### src/rtl/aes_pkg.sv
// aes_pkg: shared state encodings, lane constants and helpers for the AES
// S-box scheduling blocks.
package aes_pkg;

  localparam logic [1:0] SCHED_IDLE    = 2'd0;
  localparam logic [1:0] SCHED_ST_BUSY = 2'd1;
  localparam logic [1:0] SCHED_WD_BUSY = 2'd2;

  typedef enum logic [1:0] {
    IDLE    = SCHED_IDLE,
    ST_BUSY = SCHED_ST_BUSY,
    WD_BUSY = SCHED_WD_BUSY
  } sched_state_e;

  localparam int LANES_ONE  = 1;
  localparam int LANES_TWO  = 2;
  localparam int LANES_FOUR = 4;

  localparam int STATE_BYTES = 16;
  localparam int WORD_BYTES  = 4;

  function automatic bit lanes_legal(input int lanes);
    return (lanes == LANES_ONE) || (lanes == LANES_TWO) || (lanes == LANES_FOUR);
  endfunction

endpackage

### src/rtl/sbox_scheduler_sub_table.sv
// SubTable: combinational AES forward S-box, one byte in, one byte out.
// The table is a packed constant with entry 0x00 in the top byte.
module SubTable
  import aes_pkg::*;
(
  input  logic [7:0] in_byte,
  output logic [7:0] out_byte
);

  localparam logic [2047:0] SBOX = {
    128'h637c777bf26b6fc53001672bfed7ab76,
    128'hca82c97dfa5947f0add4a2af9ca472c0,
    128'hb7fd9326363ff7cc34a5e5f171d83115,
    128'h04c723c31896059a071280e2eb27b275,
    128'h09832c1a1b6e5aa0523bd6b329e32f84,
    128'h53d100ed20fcb15b6acbbe394a4c58cf,
    128'hd0efaafb434d338545f9027f503c9fa8,
    128'h51a3408f929d38f5bcb6da2110fff3d2,
    128'hcd0c13ec5f974417c4a77e3d645d1973,
    128'h60814fdc222a908846eeb814de5e0bdb,
    128'he0323a0a4906245cc2d3ac629195e479,
    128'he7c8376d8dd54ea96c56f4ea657aae08,
    128'hba78252e1ca6b4c6e8dd741f4bbd8b8a,
    128'h703eb5664803f60e613557b986c11d9e,
    128'he1f8981169d98e949b1e87e9ce5528df,
    128'h8ca1890dbfe6426841992d0fb054bb16
  };

  // Entry x sits at bit offset 8*(255-x), i.e. the inverted index times 8.
  logic [10:0] bit_lo;

  assign bit_lo   = {~in_byte, 3'b000};
  assign out_byte = SBOX[bit_lo +: 8];

endmodule

### src/rtl/sbox_scheduler.sv
// sbox_scheduler: shares LANES AES S-box lookups between a 128-bit state
// request and a 32-bit key-expansion word request, round-robin arbitrated.
module sbox_scheduler
  import aes_pkg::*;
#(
  parameter int LANES = 4
) (
  input  logic         clk,
  input  logic         rst,
  input  logic         st_valid,
  output logic         st_ready,
  input  logic [127:0] st_in,
  output logic [127:0] st_out,
  output logic         st_done,
  input  logic         wd_valid,
  output logic         wd_ready,
  input  logic [31:0]  wd_in,
  output logic [31:0]  wd_out,
  output logic         wd_done
);

  if (!lanes_legal(LANES)) begin : g_bad_lanes
    $error("sbox_scheduler: LANES must be 1, 2 or 4");
  end

  localparam logic [3:0] STEP    = 4'(LANES);
  localparam logic [3:0] LAST_ST = 4'(STATE_BYTES - LANES);
  localparam logic [3:0] LAST_WD = 4'(WORD_BYTES - LANES);

  sched_state_e state_q, state_d;
  logic [3:0]   cnt_q, cnt_d;
  logic         last_st_q, last_st_d;
  logic [127:0] work_q, work_d;
  logic [127:0] st_out_q, st_out_d;
  logic [31:0]  wd_out_q, wd_out_d;
  logic         st_done_q, st_done_d;
  logic         wd_done_q, wd_done_d;

  logic         st_grant, wd_grant;
  logic [127:0] work_sub;
  logic [7:0]   sub_in  [LANES];
  logic [7:0]   sub_out [LANES];
  logic [6:0]   lane_lo [LANES];

  // Byte index 0 is the MSB byte; words ride in the top 32 bits of work_q
  // so both request kinds share the same MSB-first byte walk.
  for (genvar l = 0; l < LANES; l++) begin : g_lane
    logic [3:0] byte_idx;

    assign byte_idx   = cnt_q + 4'(l);
    assign lane_lo[l] = {~byte_idx, 3'b000};
    assign sub_in[l]  = work_q[lane_lo[l] +: 8];

    SubTable u_sub (
      .in_byte  (sub_in[l]),
      .out_byte (sub_out[l])
    );
  end

  always_comb begin
    work_sub = work_q;
    for (int l = 0; l < LANES; l++) begin
      work_sub[lane_lo[l] +: 8] = sub_out[l];
    end
  end

  always_comb begin
    state_d   = state_q;
    cnt_d     = cnt_q;
    last_st_d = last_st_q;
    work_d    = work_q;
    st_out_d  = st_out_q;
    wd_out_d  = wd_out_q;
    st_done_d = 1'b0;
    wd_done_d = 1'b0;
    st_grant  = 1'b0;
    wd_grant  = 1'b0;

    unique case (state_q)
      IDLE: begin
        // On contention the requester that did not win last time gets it.
        if (!rst) begin
          st_grant = st_valid && (!wd_valid || !last_st_q);
          wd_grant = wd_valid && (!st_valid || last_st_q);
        end
        if (st_grant) begin
          state_d   = ST_BUSY;
          cnt_d     = '0;
          last_st_d = 1'b1;
          work_d    = st_in;
        end else if (wd_grant) begin
          state_d   = WD_BUSY;
          cnt_d     = '0;
          last_st_d = 1'b0;
          work_d    = {wd_in, 96'd0};
        end
      end

      ST_BUSY: begin
        work_d = work_sub;
        cnt_d  = cnt_q + STEP;
        if (cnt_q == LAST_ST) begin
          cnt_d     = '0;
          st_out_d  = work_sub;
          st_done_d = 1'b1;
          state_d   = IDLE;
        end
      end

      WD_BUSY: begin
        work_d = work_sub;
        cnt_d  = cnt_q + STEP;
        if (cnt_q == LAST_WD) begin
          cnt_d     = '0;
          wd_out_d  = work_sub[127:96];
          wd_done_d = 1'b1;
          state_d   = IDLE;
        end
      end

      default: begin
        state_d = IDLE;
        cnt_d   = '0;
      end
    endcase
  end

  always_ff @(posedge clk or posedge rst) begin
    if (rst) begin
      state_q   <= IDLE;
      cnt_q     <= '0;
      last_st_q <= 1'b1;
      work_q    <= '0;
      st_out_q  <= '0;
      wd_out_q  <= '0;
      st_done_q <= 1'b0;
      wd_done_q <= 1'b0;
    end else begin
      state_q   <= state_d;
      cnt_q     <= cnt_d;
      last_st_q <= last_st_d;
      work_q    <= work_d;
      st_out_q  <= st_out_d;
      wd_out_q  <= wd_out_d;
      st_done_q <= st_done_d;
      wd_done_q <= wd_done_d;
    end
  end

  assign st_ready = st_grant;
  assign wd_ready = wd_grant;
  assign st_out   = st_out_q;
  assign wd_out   = wd_out_q;
  assign st_done  = st_done_q;
  assign wd_done  = wd_done_q;

endmodule

### config.mk
export PLATFORM = sky130hd
export DESIGN_NAME = sbox_scheduler
export DESIGN_NICKNAME = d
export VERILOG_FILES = /design/src/rtl/aes_pkg.sv /design/src/rtl/sbox_scheduler_sub_table.sv /design/src/rtl/sbox_scheduler.sv
export SDC_FILE = /design/constraint.sdc
export NUM_CORES = 2
export LEC_CHECK = 0
export ABC_AREA = 1
export CAP_MARGIN = 5
export CORE_ASPECT_RATIO = 1.75
export CORE_MARGIN = 2
export CORE_UTILIZATION = 55
export DETAILED_ROUTE_END_ITERATION = 6
export PLACE_DENSITY_LB_ADDON = 0.08
export SLEW_MARGIN = 20
export SYNTH_ARGS = -nofsm -noshare
export SYNTH_HDL_FRONTEND = slang
export SYNTH_HIERARCHICAL = 1
export SYNTH_SLANG_ARGS = --single-unit
### constraint.sdc
create_clock -name clk -period 23.4 [get_ports clk]
set_clock_uncertainty 0.1 [all_clocks]
set_input_delay 7.02 -clock clk [delete_from_list [all_inputs] [get_ports clk]]
set_output_delay 7.02 -clock clk [all_outputs]
set_load 0.02 [all_outputs]
==> results.py <==
metrics = {
    "status": {
        "outcome": "completed",
    },
    "timing": {
        "tightestPinTransition_ps": 1180,
        "fin_crit_sh_pct": 74.8,
        "max_freq_ghz": 0.0571,
        "setup_violations": 0,
        "min_period_ps": 17510,
        "slew_viol_final": 0,
        "relSlewSlack_pct": 21.4,
        "hold_violations": 0,
        "rsz0062_at_grt": "false",
        "fin_tns_setup_ps": 0,
    },
    "global_routing": {
        "grt_pass1_wl_mm": 212,
        "grt_pass1_vias": 34600,
        "grt_max_degree": 184,
        "grt_usage_pct": 52.8,
        "overflow": 0,
        "antenna_found_initial": 20,
    },
    "place": {
        "place_hpwl_mm": 95.4,
        "dp.cells": 5612,
        "finalWeightedCongestion": 1.10,
        "port_buffers": 327,
    },
    "yosys": {
        "async_flop_share_pct": 100,
        "synth_flop_cell": "dfrtp_1",
        "synth-edff-count": 0,
        "synth_seq_cells": 295,
        "synthDistinctLibCells": 31,
        "seq_area_frac_synth_pct": 26.5,
        "netlist_area_sq_um": 27800,
        "ys_warn_count": 6,
        "syn_area_per_cell_sq_um": 5.69,
        "synthCells": 4897,
    },
    "routing": {
        "drt-pass1-iter-count": 6,
        "num_vias": 37100,
        "wire_per_inst_um": 24.9,
        "ant_nets": 0,
        "drt_wl_total_mm": 141,
        "route.detailed.drc": 0,
        "via_per_inst": 6.54,
        "first_iter_violations": 7194,
    },
    "clock_network": {
        "h-tree-depth": 1,
        "clk_path_buf_depth": 3,
        "insertion_delay_ps": 580,
        "ctsHoldBuffers": 0,
        "cts_buffers": 26,
        "post_cts_buffers": 0,
        "cts_tree": "done",
        "cts-root-buf": "clkbuf_16",
        "clk_pin_slew_ps": 70,
        "cts_sinks": 295,
        "ctsResizeCount": 0,
    },
    "floorplan": {
        "die_w_um": 174,
        "std_cell_rows": 109,
        "io_pins": 328,
        "die-area_sq_um": 52500,
        "initial_core_util_pct": 55.3,
        "coreArea_sq_um": 50300,
        "die_h_um": 302,
    },
    "critical_path": {
        "path_cells": "clkdlybuf4s50_1, nor2_4, nand2_2, clkinv_2, nand2_1, inv_1, clkdlybuf4s50_1",
        "criticalPathCategory": "primary input to output pin",
        "cpMostUsedCell": "clkdlybuf4s50_1",
        "crit_arrival_ps": 10390,
        "crit_slowest_cell": "nor2_4",
        "startpoint_type": "primary input",
        "crit_fanout": 35,
        "cp_slowest_stage_delay_ps": 660,
        "critPathCaptureType": "output pin",
        "ff2ff_setup_slack_ps": 16510,
        "required_ps": 16280,
    },
    "job": {
        "drv_cap": 0,
    },
    "final_layout": {
        "nNetsFinal": 5215,
        "final_util_pct": 63.7,
        "area_growth_pct": 15.1,
        "stdcell_count": 5670,
        "n_fill_cell": 4631,
        "layout_common_cells": "nand2_1 (2159), nand3_1 (1040), clkdlybuf4s50_1 (327), dfrtp_1 (293), inv_1 (261)",
        "final_common_cell": "nand2_1",
        "drive_gt1_share_pct": 3.34,
    },
    "hold_path": {
        "hold_path.class": "flop to flop",
    },
}
worst max-delay path: cells and delay by family:
| kind | cells | cell delay [ps] |
|---|---|---|
| and+or+nand+nor | 3 | 1520 |
| buffers and inverters | 4 | 1830 |
state kept, by name (all words and copies together) (netlist names):
| register | count |
|---|---|
| wd_done | 1 |
| work_q | 128 |
| last_st_q | 1 |
| st_out | 128 |
| wd_out | 32 |
| state_q | 2 |
| st_done | 1 |
| cnt_q | 2 |
layout make-up:
class	instances	area [sq um]	area share, %
antenna	9	22.5	0.0703
tap	666	833	2.60
multi-input combinational	3984	18000	56.1
clock buffer	29	693	2.16
clock inverter	19	315	0.984
sequential	295	7380	23.0
inverter	286	1090	3.41
timing repair buffer	382	3720	11.6
path summary, 6_finish.rpt:
check / startpoint / endpoint / cells past startpoint
worst min register to register: work_q[80]$_DFFE_PP0P_ / work_q[80]$_DFFE_PP0P_ / 2
min in group asynchronous: rst / st_out[114]$_DFFE_PP0P_ / 2
worst max-delay path: rst / st_ready / 7
worst max register to register: cnt_q[2]$_DFFE_PP0P_ / work_q[45]$_DFFE_PP0P_ / 21
max in group asynchronous: rst / st_out[83]$_DFFE_PP0P_ / 4
worst min-delay path: work_q[80]$_DFFE_PP0P_ / work_q[80]$_DFFE_PP0P_ / 2
per-stage QoR:
| step | hold WS [ps] | area (sq um) | setup WS, ps |
|---|---|---|---|
| 2_1_floorplan | 349 | 27800 | 1920 |
| 3_3_place_gp | 360 | 31000 | 6140 |
| 3_5_place_dp | 365 | 31000 | 6040 |
| 4_1_cts | 383 | 32000 | 6040 |
| 5_1_grt | 398 | 32000 | 5760 |
| 6_report | 381 | 32000 | 5890 |
cell usage after synthesis (all sizes together), types with 4 or more instances:
cell | number | area (sq um)
a21oi | 160 | 812
a31oi | 27 | 169
o22ai | 57 | 357
clkinv | 6 | 22.5
nand3b | 6 | 45.0
o211ai | 18 | 135
o21ai | 179 | 896
ha | 76 | 951
inv | 280 | 1050
or2 | 4 | 25.0
buf | 235 | 1230
nand3 | 1041 | 5220
dfrtp | 294 | 7360
nand2 | 2172 | 8180
clkbuf | 98 | 368
nand4 | 23 | 144
nor2 | 216 | 836
logic make-up after synthesis:
group,count (synthesis),synth area share [%]
AND/OR/NAND/NOR,3465,52.0
adder cells (fa/ha/maj),76,3.41
other,1,0.0135
flip-flops,295,26.5
buffers and inverters,619,9.60
AO/OA/AOI/OAI,441,8.51
per-layer routing:
| metal | vias up | part of all wire [%] | track usage, % |
|---|---|---|---|
| met5 | - | 0.090 | 0 |
| met4 | 18 | 12 | 50.4 |
| met3 | 1091 | 13 | 19.7 |
| met2 | 3268 | 43 | 79.8 |
| met1 | 16700 | 31 | 56.7 |
| li1 | 16000 | - | - |
Power is not shown: default switching activity piles up to over one toggle a cycle in this logic, so the estimate is an artifact.
